File: config.mk
export PLATFORM = sky130hd
export DESIGN_NAME = sisc_ifetch
export DESIGN_NICKNAME = d
export VERILOG_FILES = /design/src/rtl/sisc_ifetch.sv
export SDC_FILE = /design/constraint.sdc
export NUM_CORES = 1
export LEC_CHECK = 0
export ABC_AREA = 1
export CAP_MARGIN = 20
export CORE_MARGIN = 2
export CORE_UTILIZATION = 45
export DETAILED_ROUTE_END_ITERATION = 10
export GPL_TIMING_DRIVEN = 0
export PLACE_DENSITY = 0.77
export SYNTH_ARGS = -nofsm -noshare
export SYNTH_HDL_FRONTEND = slang
export SYNTH_SLANG_ARGS = --single-unit
File: constraint.sdc
create_clock -name clk -period 4.9 [get_ports clk]
set_input_delay 0.49 -clock clk [delete_from_list [all_inputs] [get_ports clk]]
set_output_delay 0.49 -clock clk [all_outputs]
set_load 0.01 [all_outputs]
File: src/rtl/sisc_ifetch.sv
// sisc_ifetch: instruction-fetch stage of the SISC computer.
// Holds PC and IR, fetches over a req/ack handshake, resolves branches.
module sisc_ifetch #(
  parameter int             AW       = 16,
  parameter int             DW       = 32,
  parameter logic [AW-1:0]  RESET_PC = '0
) (
  input  logic          clk,
  input  logic          rst_f,
  input  logic          fetch_go,
  input  logic          br_en,
  input  logic [3:0]    stat,
  output logic          imem_req,
  output logic [AW-1:0] imem_addr,
  input  logic [DW-1:0] imem_data,
  input  logic          imem_ack,
  output logic [DW-1:0] ir,
  output logic [3:0]    opcode,
  output logic [3:0]    mm,
  output logic [AW-1:0] pc,
  output logic          ir_valid,
  output logic          halted,
  output logic          seq_err
);

  typedef enum logic [1:0] {
    IDLE,
    REQ,
    DONE
  } state_t;

  state_t        state_q, state_d;
  logic [AW-1:0] pc_q, pc_d;
  logic [DW-1:0] ir_q, ir_d;
  logic          req_q, req_d;
  logic          irv_q, irv_d;
  logic          halted_q, halted_d;
  logic          seq_err_q, seq_err_d;

  logic [3:0]    opc;
  logic [3:0]    mmf;
  logic [31:0]   imm_zx;
  logic [31:0]   imm_sx;
  logic [AW-1:0] tgt_abs;
  logic [AW-1:0] tgt_rel;
  logic          cond_any;
  logic          cond_none;
  logic          is_bra;
  logic          is_brr;
  logic          is_bne;

  assign opc       = ir_q[31:28];
  assign mmf       = ir_q[27:24];
  assign imm_zx    = {16'h0000, ir_q[15:0]};
  assign imm_sx    = {{16{ir_q[15]}}, ir_q[15:0]};
  assign tgt_abs   = imm_zx[AW-1:0];
  assign tgt_rel   = pc_q + imm_sx[AW-1:0];
  assign cond_none = ~|(mmf & stat);
  assign cond_any  = (mmf == 4'h0) || !cond_none;
  assign is_bra    = (opc == 4'd4);
  assign is_brr    = (opc == 4'd5);
  assign is_bne    = (opc == 4'd6);

  // Next-state: fetch sequencing, branch resolution, sticky flags
  always_comb begin
    state_d   = state_q;
    pc_d      = pc_q;
    ir_d      = ir_q;
    req_d     = req_q;
    irv_d     = 1'b0;
    halted_d  = halted_q;
    seq_err_d = seq_err_q;
    unique case (state_q)
      IDLE: begin
        if (br_en) begin
          unique case (1'b1)
            is_bra:  if (cond_any)  pc_d = tgt_abs;
            is_brr:  if (cond_any)  pc_d = tgt_rel;
            is_bne:  if (cond_none) pc_d = tgt_abs;
            default: pc_d = pc_q;
          endcase
        end
        if (fetch_go && !halted_q) begin
          req_d   = 1'b1;
          state_d = REQ;
        end
      end
      REQ: begin
        if (fetch_go || br_en) seq_err_d = 1'b1;
        if (imem_ack) begin
          ir_d    = imem_data;
          pc_d    = pc_q + AW'(1);
          req_d   = 1'b0;
          irv_d   = 1'b1;
          state_d = DONE;
        end
      end
      DONE: begin
        if (fetch_go || br_en) seq_err_d = 1'b1;
        if (opc == 4'hF) halted_d = 1'b1;
        state_d = IDLE;
      end
      default: begin
        req_d   = 1'b0;
        state_d = IDLE;
      end
    endcase
  end

  // State registers with asynchronous reset to a NOOP in IR
  always_ff @(posedge clk or negedge rst_f) begin
    if (!rst_f) begin
      state_q   <= IDLE;
      pc_q      <= RESET_PC;
      ir_q      <= '0;
      req_q     <= 1'b0;
      irv_q     <= 1'b0;
      halted_q  <= 1'b0;
      seq_err_q <= 1'b0;
    end else begin
      state_q   <= state_d;
      pc_q      <= pc_d;
      ir_q      <= ir_d;
      req_q     <= req_d;
      irv_q     <= irv_d;
      halted_q  <= halted_d;
      seq_err_q <= seq_err_d;
    end
  end

  assign imem_req  = req_q;
  assign imem_addr = pc_q;
  assign ir        = ir_q;
  assign opcode    = ir_q[31:28];
  assign mm        = ir_q[27:24];
  assign pc        = pc_q;
  assign ir_valid  = irv_q;
  assign halted    = halted_q;
  assign seq_err   = seq_err_q;

endmodule

==> results.py <==
metrics = {
    "cts": {
        "clock_sinks": 54,
        "cts-root-buf": "clkbuf_8",
        "htree_levels": 2,
        "numCtsBuffers": 5,
        "hold_buffers": 0,
        "clk_pin_slew_worst_paths_ns": 0.10,
        "cts_buffer_depth": 2,
        "cts-resized-gates": 0,
        "cts_setup_buffers": 0,
        "cts_tree": "yes",
        "clk-insertion-delay-late_ns": 0.31,
    },
    "sta": {
        "setup_violations": 0,
        "worst_pin_slew_ns": 0.560,
        "finalMaxSlewViolations": 0,
        "period_needed_ns": 2.19,
        "max_slew_margin_pct": 62.5,
        "fmax_mhz": 457,
        "grt_setup_unrepaired": "no",
        "final-hold-violation-count": 0,
        "finalCritPeriodShare_pct": 44.7,
        "layout_setup_ws_ns": 2.71,
        "skew_ns": 0.00740,
        "tns_ns": 0,
    },
    "global_routing": {
        "grt_pass1_vias": 4029,
        "grt_antenna_before_repair": 0,
        "use_met1_pct": 29.9,
        "use_met2_pct": 41.1,
        "grt_max_degree": 39,
        "met3_usage_pct": 4.34,
        "grt_pass1_wl_um": 18500,
        "gr-total-overflow": 0,
        "grt.busiest_layer": "met2",
        "grt.total_usage_pct": 23.6,
    },
    "place": {
        "place_hpwl_um": 8880,
        "numPortBuffers": 116,
        "place_ws_ns": 2.70,
        "gp_congestion": 0.907,
    },
    "critical_path": {
        "crit_type": "reg2reg",
        "crit_arrival_ns": 2.40,
        "worst_setup_path_end_kind": "flip-flop",
        "crit_fanout": 7,
        "worstPathRequired_ns": 5.11,
        "crit_path_start_kind": "flip-flop",
    },
    "synth": {
        "synth_cells": 582,
        "yosysSeqAreaShare_pct": 34.8,
        "yosys_warnings": 0,
        "synth_flop_cell": "dfrtp_1",
        "synth_top_area_share_pct": 34.8,
        "yosys.area.top_type": "dfrtp_1",
        "synth-edff-count": 0,
        "async_reset_ff_share_pct": 100,
        "syn_area_per_cell_um2": 6.66,
        "synth_cell_type_count": 33,
        "syn_nets": 643,
        "synth-seq-cells": 54,
        "synthTopCellsByArea": "dfrtp_1 35%, nand2_1 22%, ha_1 6.1%",
        "yosysMostFrequentCell": "nand2_1",
        "syn-cell-area_mm2": 0.00388,
        "synthTopCellsByCount": "229 x nand2_1, 61 x nor2_1, 57 x inv_1, 54 x dfrtp_1, 33 x nand3_1",
    },
    "power_and_ir_drop": {
        "leakagePower_uw": 0.00267,
        "ir_drop_mv": 0.361,
        "power_density_mw_per_mm2": 711,
    },
    "floorplan": {
        "fp.dieW_um": 96.8,
        "initial_core_util_pct": 46.7,
        "core_mm2": 0.00830,
        "io_pins": 117,
        "fp-row-count": 33,
        "die_area_mm2": 0.00938,
        "die_y_um": 96.8,
    },
    "route": {
        "dr.pass1.iters": 4,
        "num_vias": 4044,
        "dr.first_iter.drc_count": 156,
        "vias_per_cell": 4.98,
        "drtAntennaViolNets": 0,
        "routedWlPerCell_um": 13.7,
        "post-route-drc-count": 0,
        "wl_um": 11100,
    },
    "finish": {
        "area_growth_syn_to_layout_pct": 36.1,
        "final_nets": 767,
        "drive_gt1_share_pct": 6.93,
        "antenna_cells": 0,
    },
    "worst_hold_path": {
        "hp-class": "in2async",
    },
    "job": {
        "drv_cap": 0,
    },
    "outcome": {
        "status": "complete, no violations",
    },
}
routing by layer:
metal | vias up | share of wire, %
li1 | 2053 | -
met1 | 1852 | 44
met2 | 127 | 48
met3 | 12 | 6.6
met4 | 0 | 1.5
met5 | - | 0
critical path, cell delays in order, from the launching register on:
cell	delay [ns]
dfrtp_1	0.47
ha_1	0.27
fa_1	0.40
nand2_1	0.13
nand2_1	0.06
nand2_1	0.08
nand2_1	0.10
nand2_1	0.07
nand2_1	0.06
xnor2_1	0.15
nand2_1	0.10
nand2_1	0.06
nand2_1	0.04
nand2_1	0.05
nand2_1	0.04
through the flow:
stage / instance area [µm²] / hold slack, ns / std cells / total power [µW] / utilization [%]
floorplan: 3880 / 0.194 / 582 / 2450 / -
global placement: 5170 / 0.447 / 803 / 3410 / 62.3
detailed placement: 5190 / 0.452 / 804 / 3480 / 62.5
CTS: 5280 / 0.117 / 812 / 3760 / 63.6
global route: 5280 / 0.126 / 812 / 4100 / 63.6
finish: 5280 / 0.103 / 812 / 3750 / 63.6
kinds of logic after synthesis:
kind of cell	share of synthesized area (%)
AO/OA/AOI/OAI	7.87
buffers and inverters	12.5
adder cells (fa/ha/maj)	6.65
AND/OR/NAND/NOR	36.6
flip-flops	34.8
XOR/XNOR	1.58
path summary, 6_finish.rpt:
path | cells past startpoint | start | to | slack [ns]
setup / recovery | 14 | imem_addr[0]$_DFFE_PN0P_ | imem_addr[8]$_DFFE_PN0P_ | 2.71
hold / removal | 1 | rst_f | seq_err$_DFFE_PN0P_ | 0.10
setup reg to reg | 14 | imem_addr[0]$_DFFE_PN0P_ | imem_addr[8]$_DFFE_PN0P_ | 2.71
hold reg to reg | 2 | seq_err$_DFFE_PN0P_ | seq_err$_DFFE_PN0P_ | 0.47
max in group asynchronous | 2 | rst_f | ir[18]$_DFFE_PN0P_ | 4.25
min in group clk | 2 | seq_err$_DFFE_PN0P_ | seq_err$_DFFE_PN0P_ | 0.47
cells in the final DEF, fill, tap and decap left out:
master           instances
clkbuf_8                 6
nor2_1                  61
o21ai_1                  2
or2_4                    1
nand2_1                229
o22ai_1                  1
o211ai_1                 6
inv_2                    3
clkinv_2                 1
o21ai_0                 19
nand3_1                 33
nand3b_1                 2
nand2_2                  1
nor2_2                   2
buf_12                   1
inv_1                   57
buf_6                    3
nor3_4                   1
ha_1                    19
and3_1                   1
xor2_1                   3
dfrtp_1                 54
nand3_2                  1
buf_2                    4
nor3b_1                  2
buf_4                   25
clkbuf_1                 7
a21oi_1                 27
and2_1                   2
o21bai_1                 1
xnor2_1                  4
fa_1                     1
nand4_1                  4
clkdlybuf4s50_1        115
a31oi_1                  1
or2_1                    2
nor3_1                   5
registers in the layout (all words and copies together), names as in the netlist:
name	cells
ir	32
ir_valid	1
imem_addr	16
seq_err	1
imem_req	1
halted	1
state_q	2
final cells by class:
class | count | area (µm²)
fill | 771 | 3020
buffer | 37 | 259
sequential | 54 | 1350
inverter | 60 | 225
clock inverter | 1 | 5.00
timing repair buffer | 117 | 1180
multi-input combinational | 431 | 2040
clock buffer | 7 | 86.3
tap | 105 | 131
power by group:
group	total [µW]	switching, µW	internal (µW)
Clock	260	145	114
Combinational	2530	1340	1200
Sequential	959	304	655
No activity file was read; power rests on OpenSTA's default activity.
